### config.mk
export PLATFORM = sky130hd
export DESIGN_NAME = ex_mem_pipe_reg
export DESIGN_NICKNAME = d
export VERILOG_FILES = /design/src/rtl/ex_mem_pipe_reg.sv
export SDC_FILE = /design/constraint.sdc
export NUM_CORES = 1
export LEC_CHECK = 0
export ABC_AREA = 1
export CAP_MARGIN = 10
export CORE_AREA = 2 2 154 156
export CTS_BUF_LIST = sky130_fd_sc_hd__clkbuf_4 sky130_fd_sc_hd__clkbuf_8
export DETAILED_ROUTE_END_ITERATION = 10
export DIE_AREA = 0 0 156 158
export MAX_ROUTING_LAYER = met4
export PLACE_DENSITY = 0.64
export SLEW_MARGIN = 15
export SYNTH_ARGS = -nofsm -noshare
export SYNTH_HDL_FRONTEND = slang
export SYNTH_SLANG_ARGS = --single-unit
### constraint.sdc
create_clock -name clk -period 1.95 [get_ports clk]
set_clock_uncertainty 0.05 [all_clocks]
set_input_delay 0.39 -clock clk [delete_from_list [all_inputs] [get_ports clk]]
set_output_delay 0.39 -clock clk [all_outputs]
set_load 0.1 [all_outputs]
### src/rtl/ex_mem_pipe_reg.sv
// EX/MEM pipeline register: valid/ready handshake, sync flush, hazard compare.
// Optional one-entry skid buffer under `EXMEM_SKID_EN` (registered in_ready).
// Ports: clk, rst_n, flush, in_valid/in_ready, out_valid/out_ready,
//   in_*/out_* beat fields, chk_rs1/chk_rs2 -> hazard_rs1/rs2/load.
module ex_mem_pipe_reg #(
   parameter int XLEN   = 32,
   parameter int REG_AW = 5,
   parameter int F3_W   = 3
) (
   input  logic              clk,
   input  logic              rst_n,
   input  logic              flush,
   input  logic              in_valid,
   output logic              in_ready,
   output logic              out_valid,
   input  logic              out_ready,
   input  logic [XLEN-1:0]   in_alu_result,
   input  logic              in_zero,
   input  logic [F3_W-1:0]   in_funct3,
   input  logic [XLEN-1:0]   in_imm,
   input  logic [XLEN-1:0]   in_mem_write_data,
   input  logic [XLEN-1:0]   in_PC,
   input  logic [XLEN-1:0]   in_nextPC,
   input  logic [REG_AW-1:0] in_write_reg,
   input  logic              in_reg_write,
   input  logic              in_mem_reg,
   input  logic              in_mem_write,
   input  logic              in_branch,
   input  logic              in_jal,
   input  logic              in_jalr,
   output logic [XLEN-1:0]   out_alu_result,
   output logic              out_zero,
   output logic [F3_W-1:0]   out_funct3,
   output logic [XLEN-1:0]   out_imm,
   output logic [XLEN-1:0]   out_mem_write_data,
   output logic [XLEN-1:0]   out_PC,
   output logic [XLEN-1:0]   out_nextPC,
   output logic [REG_AW-1:0] out_write_reg,
   output logic              out_reg_write,
   output logic              out_mem_reg,
   output logic              out_mem_write,
   output logic              out_branch,
   output logic              out_jal,
   output logic              out_jalr,
   input  logic [REG_AW-1:0] chk_rs1,
   input  logic [REG_AW-1:0] chk_rs2,
   output logic              hazard_rs1,
   output logic              hazard_rs2,
   output logic              hazard_load
);

   typedef struct packed {
      logic [XLEN-1:0]   alu;
      logic              zero;
      logic [F3_W-1:0]   f3;
      logic [XLEN-1:0]   imm;
      logic [XLEN-1:0]   mwd;
      logic [XLEN-1:0]   pc;
      logic [XLEN-1:0]   npc;
      logic [REG_AW-1:0] wr;
      logic [5:0]        ctl;
   } beat_t;

   beat_t in_b;
   beat_t main_q;
   logic  main_v;
   logic  main_free;
   logic  accept;

   assign in_b = {in_alu_result, in_zero, in_funct3, in_imm,
                  in_mem_write_data, in_PC, in_nextPC, in_write_reg,
                  in_reg_write, in_mem_reg, in_mem_write,
                  in_branch, in_jal, in_jalr};

   assign main_free = !main_v || out_ready;
   assign accept    = in_valid && in_ready;

`ifdef EXMEM_SKID_EN
   beat_t skid_q;
   logic  skid_v;

   assign in_ready = !skid_v;

   // Skid drains into main before any new beat; in_ready is low while
   // the skid is full, so accept and drain never coincide.
   always_ff @(posedge clk or negedge rst_n) begin
      if (!rst_n) begin
         main_v <= 1'b0;
         main_q <= '0;
         skid_v <= 1'b0;
         skid_q <= '0;
      end else if (flush) begin
         main_v     <= 1'b0;
         main_q.ctl <= '0;
         skid_v     <= 1'b0;
         skid_q.ctl <= '0;
      end else if (main_free) begin
         if (skid_v) begin
            main_q <= skid_q;
            main_v <= 1'b1;
            skid_v <= 1'b0;
         end else if (accept) begin
            main_q <= in_b;
            main_v <= 1'b1;
         end else begin
            main_v     <= 1'b0;
            main_q.ctl <= '0;
         end
      end else if (accept) begin
         skid_q <= in_b;
         skid_v <= 1'b1;
      end
   end
`else
   assign in_ready = main_free;

   always_ff @(posedge clk or negedge rst_n) begin
      if (!rst_n) begin
         main_v <= 1'b0;
         main_q <= '0;
      end else if (flush) begin
         main_v     <= 1'b0;
         main_q.ctl <= '0;
      end else if (accept) begin
         main_q <= in_b;
         main_v <= 1'b1;
      end else if (main_free) begin
         // bubble: controls cleared so an ungated MEM stage sees a NOP
         main_v     <= 1'b0;
         main_q.ctl <= '0;
      end
   end
`endif

   assign out_valid = main_v;

   assign {out_alu_result, out_zero, out_funct3, out_imm,
           out_mem_write_data, out_PC, out_nextPC, out_write_reg,
           out_reg_write, out_mem_reg, out_mem_write,
           out_branch, out_jal, out_jalr} = main_q;

   logic wr_live;
   assign wr_live = main_v && out_reg_write && (out_write_reg != '0);

   assign hazard_rs1  = wr_live && (out_write_reg == chk_rs1);
   assign hazard_rs2  = wr_live && (out_write_reg == chk_rs2);
   assign hazard_load = out_mem_reg && (hazard_rs1 || hazard_rs2);

endmodule

=== After elaboration in Yosys (flattened, before gate mapping) ===
Index checks and enable logic that the tools add are counted.

* Flip-flop bits (word level): 176
* Input port bits: 190
* Output and inout port bits: 180
* Word-level logic and storage cells: 31

* Equality and inequality tests: 2
* Multiplexer cells: 6
* Bitwise gates (word level): 1
* Reduce and logical (&&, ||, !) cells: 12

{| class="wikitable"
|+ Operators with widths
! cell !! count
|-
| 2-to-1 mux 6 bit || 3
|-
| equality test 5 bit || 2
|-
| logical AND 1 bit || 6
|-
| nonzero test 5 bit || 1
|-
| 2-to-1 mux 1 bit || 3
|-
| nonzero test 3 bit || 1
|-
| logical OR 1 bit || 2
|-
| AND reduction 2 bit || 1
|-
| logical NOT 1 bit || 1
|-
| NOT 1 bit || 1
|}

=== Logic depth before layout (Yosys ltp) ===
* Depth in word-level cells: 5
* Gate-level depth with buffers: 7
* Mapped depth without buffers: 7

=== Worst setup path after synthesis ===
Ideal clock, no wire load.

* Path type: reg2out
* Start: register main_q, in the netlist out_write_reg[0]
* End: output hazard_rs1
* Data arrival time: 3.582 ns
* Required time: 1.510 ns
* Path slack: -2.072 ns
* Stages on the path, launching flop included: 5
* Path buffers: 0
* Cells stage by stage: dfrtp_1 > xnor2_1 > nand2_1 > nor3_1 > nor3b_1

* Word-level cells in the longest chain between the ends: 3
* Elaborated cells between the ends (all ways): 4
* Classes of those cells: eq/ne: 1; reduce/logical: 3

{| class="wikitable"
|+ Ends and longest elaborated chain
! item !! RTL line !! text
|-
| from (decl) || 65 || <nowiki>beat_t main_q;</nowiki>
|-
| from (signal assigned) || 125 || <nowiki>main_q <= in_b;</nowiki>
|-
| nonzero test 5 bit || 143 || <nowiki>assign wr_live = main_v && out_reg_write && (out_write_reg != '0);</nowiki>
|-
| logical AND 1 bit || 143 ||
|-
| logical AND 1 bit * || 145 || <nowiki>assign hazard_rs1 = wr_live && (out_write_reg == chk_rs1);</nowiki>
|-
| to (decl) || 47 || <nowiki>output logic hazard_rs1,</nowiki>
|}

Mark *: on every way between the ends. The rest lies on a longest branch, timed or not.

=== Final worst setup path ===
* Start: register main_q, in the netlist out_write_reg[2]
* End: output hazard_rs1

Same word-level chain as after synthesis.

==> metrics <==
RSZ-0062 raised after global routing true; CP arrival ~1800 ps; cts bufs inserted 17; Tcrit/Tclk final 1.15; status finished, violations left; Post-DP Area 11,200 um2; Die Height 158 um; PD cells between 1000 and 1500 nW/um2; fmax 444 MHz; Root Buffer clkbuf_8; Final Instance Area roughly 12,000 um2; most common cell in the netlist dfrtp_1; vias per inst ~4.3; Skew-Pair Late Insertion Delay approximately 420 ps; final wirelength around 19 mm; fraction of layout cells with a size suffix above 1 0.390; top cells by area, synth dfrtp_1, mux2_1, mux2_2; DRT iter0 DRCs 146; Hold Fails Final Rpt 0; Flop pwr share 0.319; GRT Total Usage 0.154; Synth Instances ~420; ANT cells 0; CTS clk-pin slew, worst paths 100 ps; violated checks negative setup slack; router iterations before antenna repair 4; initial antenna violation count 0; leading area contributor after synthesis dfrtp_1; Max-cap violations 0; Setup violations, final 3; first-pass GRT wire length approximately 28 mm; CORE AREA ~23,000 um2; post-synthesis register bit count 176; TritonCTS clock tree built; Slew Viols, Final 0; total internal power between 0.007 and 0.008 W; post-synthesis compound-gate area fraction 0.00776; syn_nets between 600 and 700; YS warnings 0; H-tree depth 4; placed insts 1,092; vias in the first global route approximately 5,000; CP Class reg2out; die width approximately 160 um; number of I/O port buffers approximately 370; mux cell area share after synthesis 0.278; Critical Path RT 1510 ps; GPL Wtd Cong between 0.7 and 0.8; critical path peak fanout 5; Avg Synthesized Cell Area ~16 um2; Layout Cells excl Fill roughly 1,100; DR DRC count 0; die footprint 24,600 um2; post-synthesis xor/xnor area fraction 0.0116; WL/cell ~17 um; Hold WC Path Type in2async; antenna-violating nets left 0; Row Count 56; area grow syn2layout 71.8%; clock sinks around 180; Filler cells 2,008; Post-Synth Adder-Cell Area 0; Tmin final around 2300 ps; part of the power in the clock network 0.174; largest family of logic cells by synthesized area multiplexers; Worst Setup End Kind output pin; final worst setup slack -302 ps; maximum vdd drop 0.576 mV; Sw Ratio 0.500; GRT Residual Overflow 0; Pleak ~5.2 nW; largest net degree at the start of global routing 42; via count between 4,000 and 5,000; sequential share of the synthesized area 0.650; Worst Setup Start Kind flip-flop; boundary pin count 370; Slew @ Worst Pin roughly 470 ps; area fraction in and, or, nand and nor cells after synthesis 0.0161; Post-synth top cells dfrtp_1, mux2_1, mux2_2; Logic pwr share 0.507; Async S/R FF share, synth 1.00; Main synth FF type dfrtp_1; number of library cell types mapped by synthesis 18; Overall Power 0.0147 W; hpwl dp approximately 15 mm; Layout Nets approximately 1,000; post-synth top area share 0.650; Post-Syn Area 6770 um2; Starting Density 0.294; P_sw 0.00735 W; max_slew headroom 0.687; clock tree buffer depth 2; Post-synth EDFFs 0
cells in the final DEF (no fill, tap or decap), drive strengths merged:
cell           netlist  final
a21oi                3      3
buf                 19    213
bufinv               0      1
clkbuf               0     18
clkdlybuf4s50        0    188
clkinv               0      2
clkinvlp             0      3
dfrtp              176    176
dlygate4sd3          0      1
inv                 20     27
mux2               167    167
nand2                9      9
nand3                5      5
nor2                 8      8
nor3                 1      1
nor3b                1      1
o22ai                6      6
xnor2                3      3
xor2                 6      6
critical path: stages (launching register included):
cell,delay [ps]
dfrtp_4,540
xor2_2,180
nor3_2,190
nor3b_4,250
buf_12,200
per-stage QoR:
stage               setup slack [ps]  TNS (ps)  hold WS (ps)   util
CTS                             -346      -919           363  0.505
global placement                -191      -431           310  0.485
global route                    -429     -1170           404  0.505
floorplan                       -360      -559          44.4      -
finish                          -302      -789           398  0.505
detailed placement              -192      -451           308  0.485
logic make-up after synthesis:
kind of cell	after synthesis
buffers and inverters	39
and+or+nand+nor	24
muxes	167
AOI/OAI and AO/OA	9
xor gates and xnor gates	9
DFF	176
power by group through the flow:
| stage | Clock [W] | Combinational [W] | Sequential (W) |
|---|---|---|---|
| after detailed placement | 0 | 0.00746 | 0.00477 |
| final | 0.00256 | 0.00745 | 0.00469 |
| after floorplan | 0 | 0.000677 | 0.00925 |
| after global placement | 0 | 0.00743 | 0.00475 |
| after CTS | 0.00269 | 0.00750 | 0.00470 |
| after global routing | 0.00284 | 0.00764 | 0.00477 |
per-layer routing:
metal / share of wire / routed length, um / global-route usage
met1: 0.40 / 7510 / 0.178
met2: 0.51 / 9650 / 0.258
met5: 0 / 0 / -
met4: 0.022 / 421 / 0.0564
met3: 0.073 / 1380 / 0.0397
final cells by class:
type / instances / area (um2) / area share
clock buffers: 18 / 241 / 0.0208
clock inverters: 13 / 143 / 0.0123
inverters: 20 / 78.8 / 0.00677
repair buffers: 402 / 4170 / 0.358
well taps: 290 / 363 / 0.0312
flip-flops and latches: 176 / 4430 / 0.381
multi-input cells: 209 / 2210 / 0.190
repair_timing:
item	in CTS	in global routing
setup buffers	4	0
gates resized for setup	5	1
endpoints found under the hold margin	33	0
setup endpoints to repair	3	3
pin swaps	5	3
hold buffers	1	0
path summary, 6_finish.rpt:
| kind | cells past startpoint | from | slack, ps | endpoint |
|---|---|---|---|---|
| worst max-delay path | 4 | out_write_reg[2]$_DFFE_PN0P_ | -300 | hazard_rs1 |
| worst min-delay path | 2 | rst_n | 400 | out_mem_write_data[13]$_DFFE_PN0P_ |
| worst max register to register | 5 | out_valid$_DFFE_PN0P_ | 410 | out_imm[14]$_DFFE_PN0P_ |
| worst min register to register | 1 | out_imm[6]$_DFFE_PN0P_ | 450 | out_imm[6]$_DFFE_PN0P_ |
| max in group asynchronous | 3 | rst_n | 800 | out_funct3[0]$_DFFE_PN0P_ |
| min in group clk | 3 | in_mem_reg | 430 | out_mem_reg$_DFFE_PN0P_ |
Power figures use the tool's default switching activity.
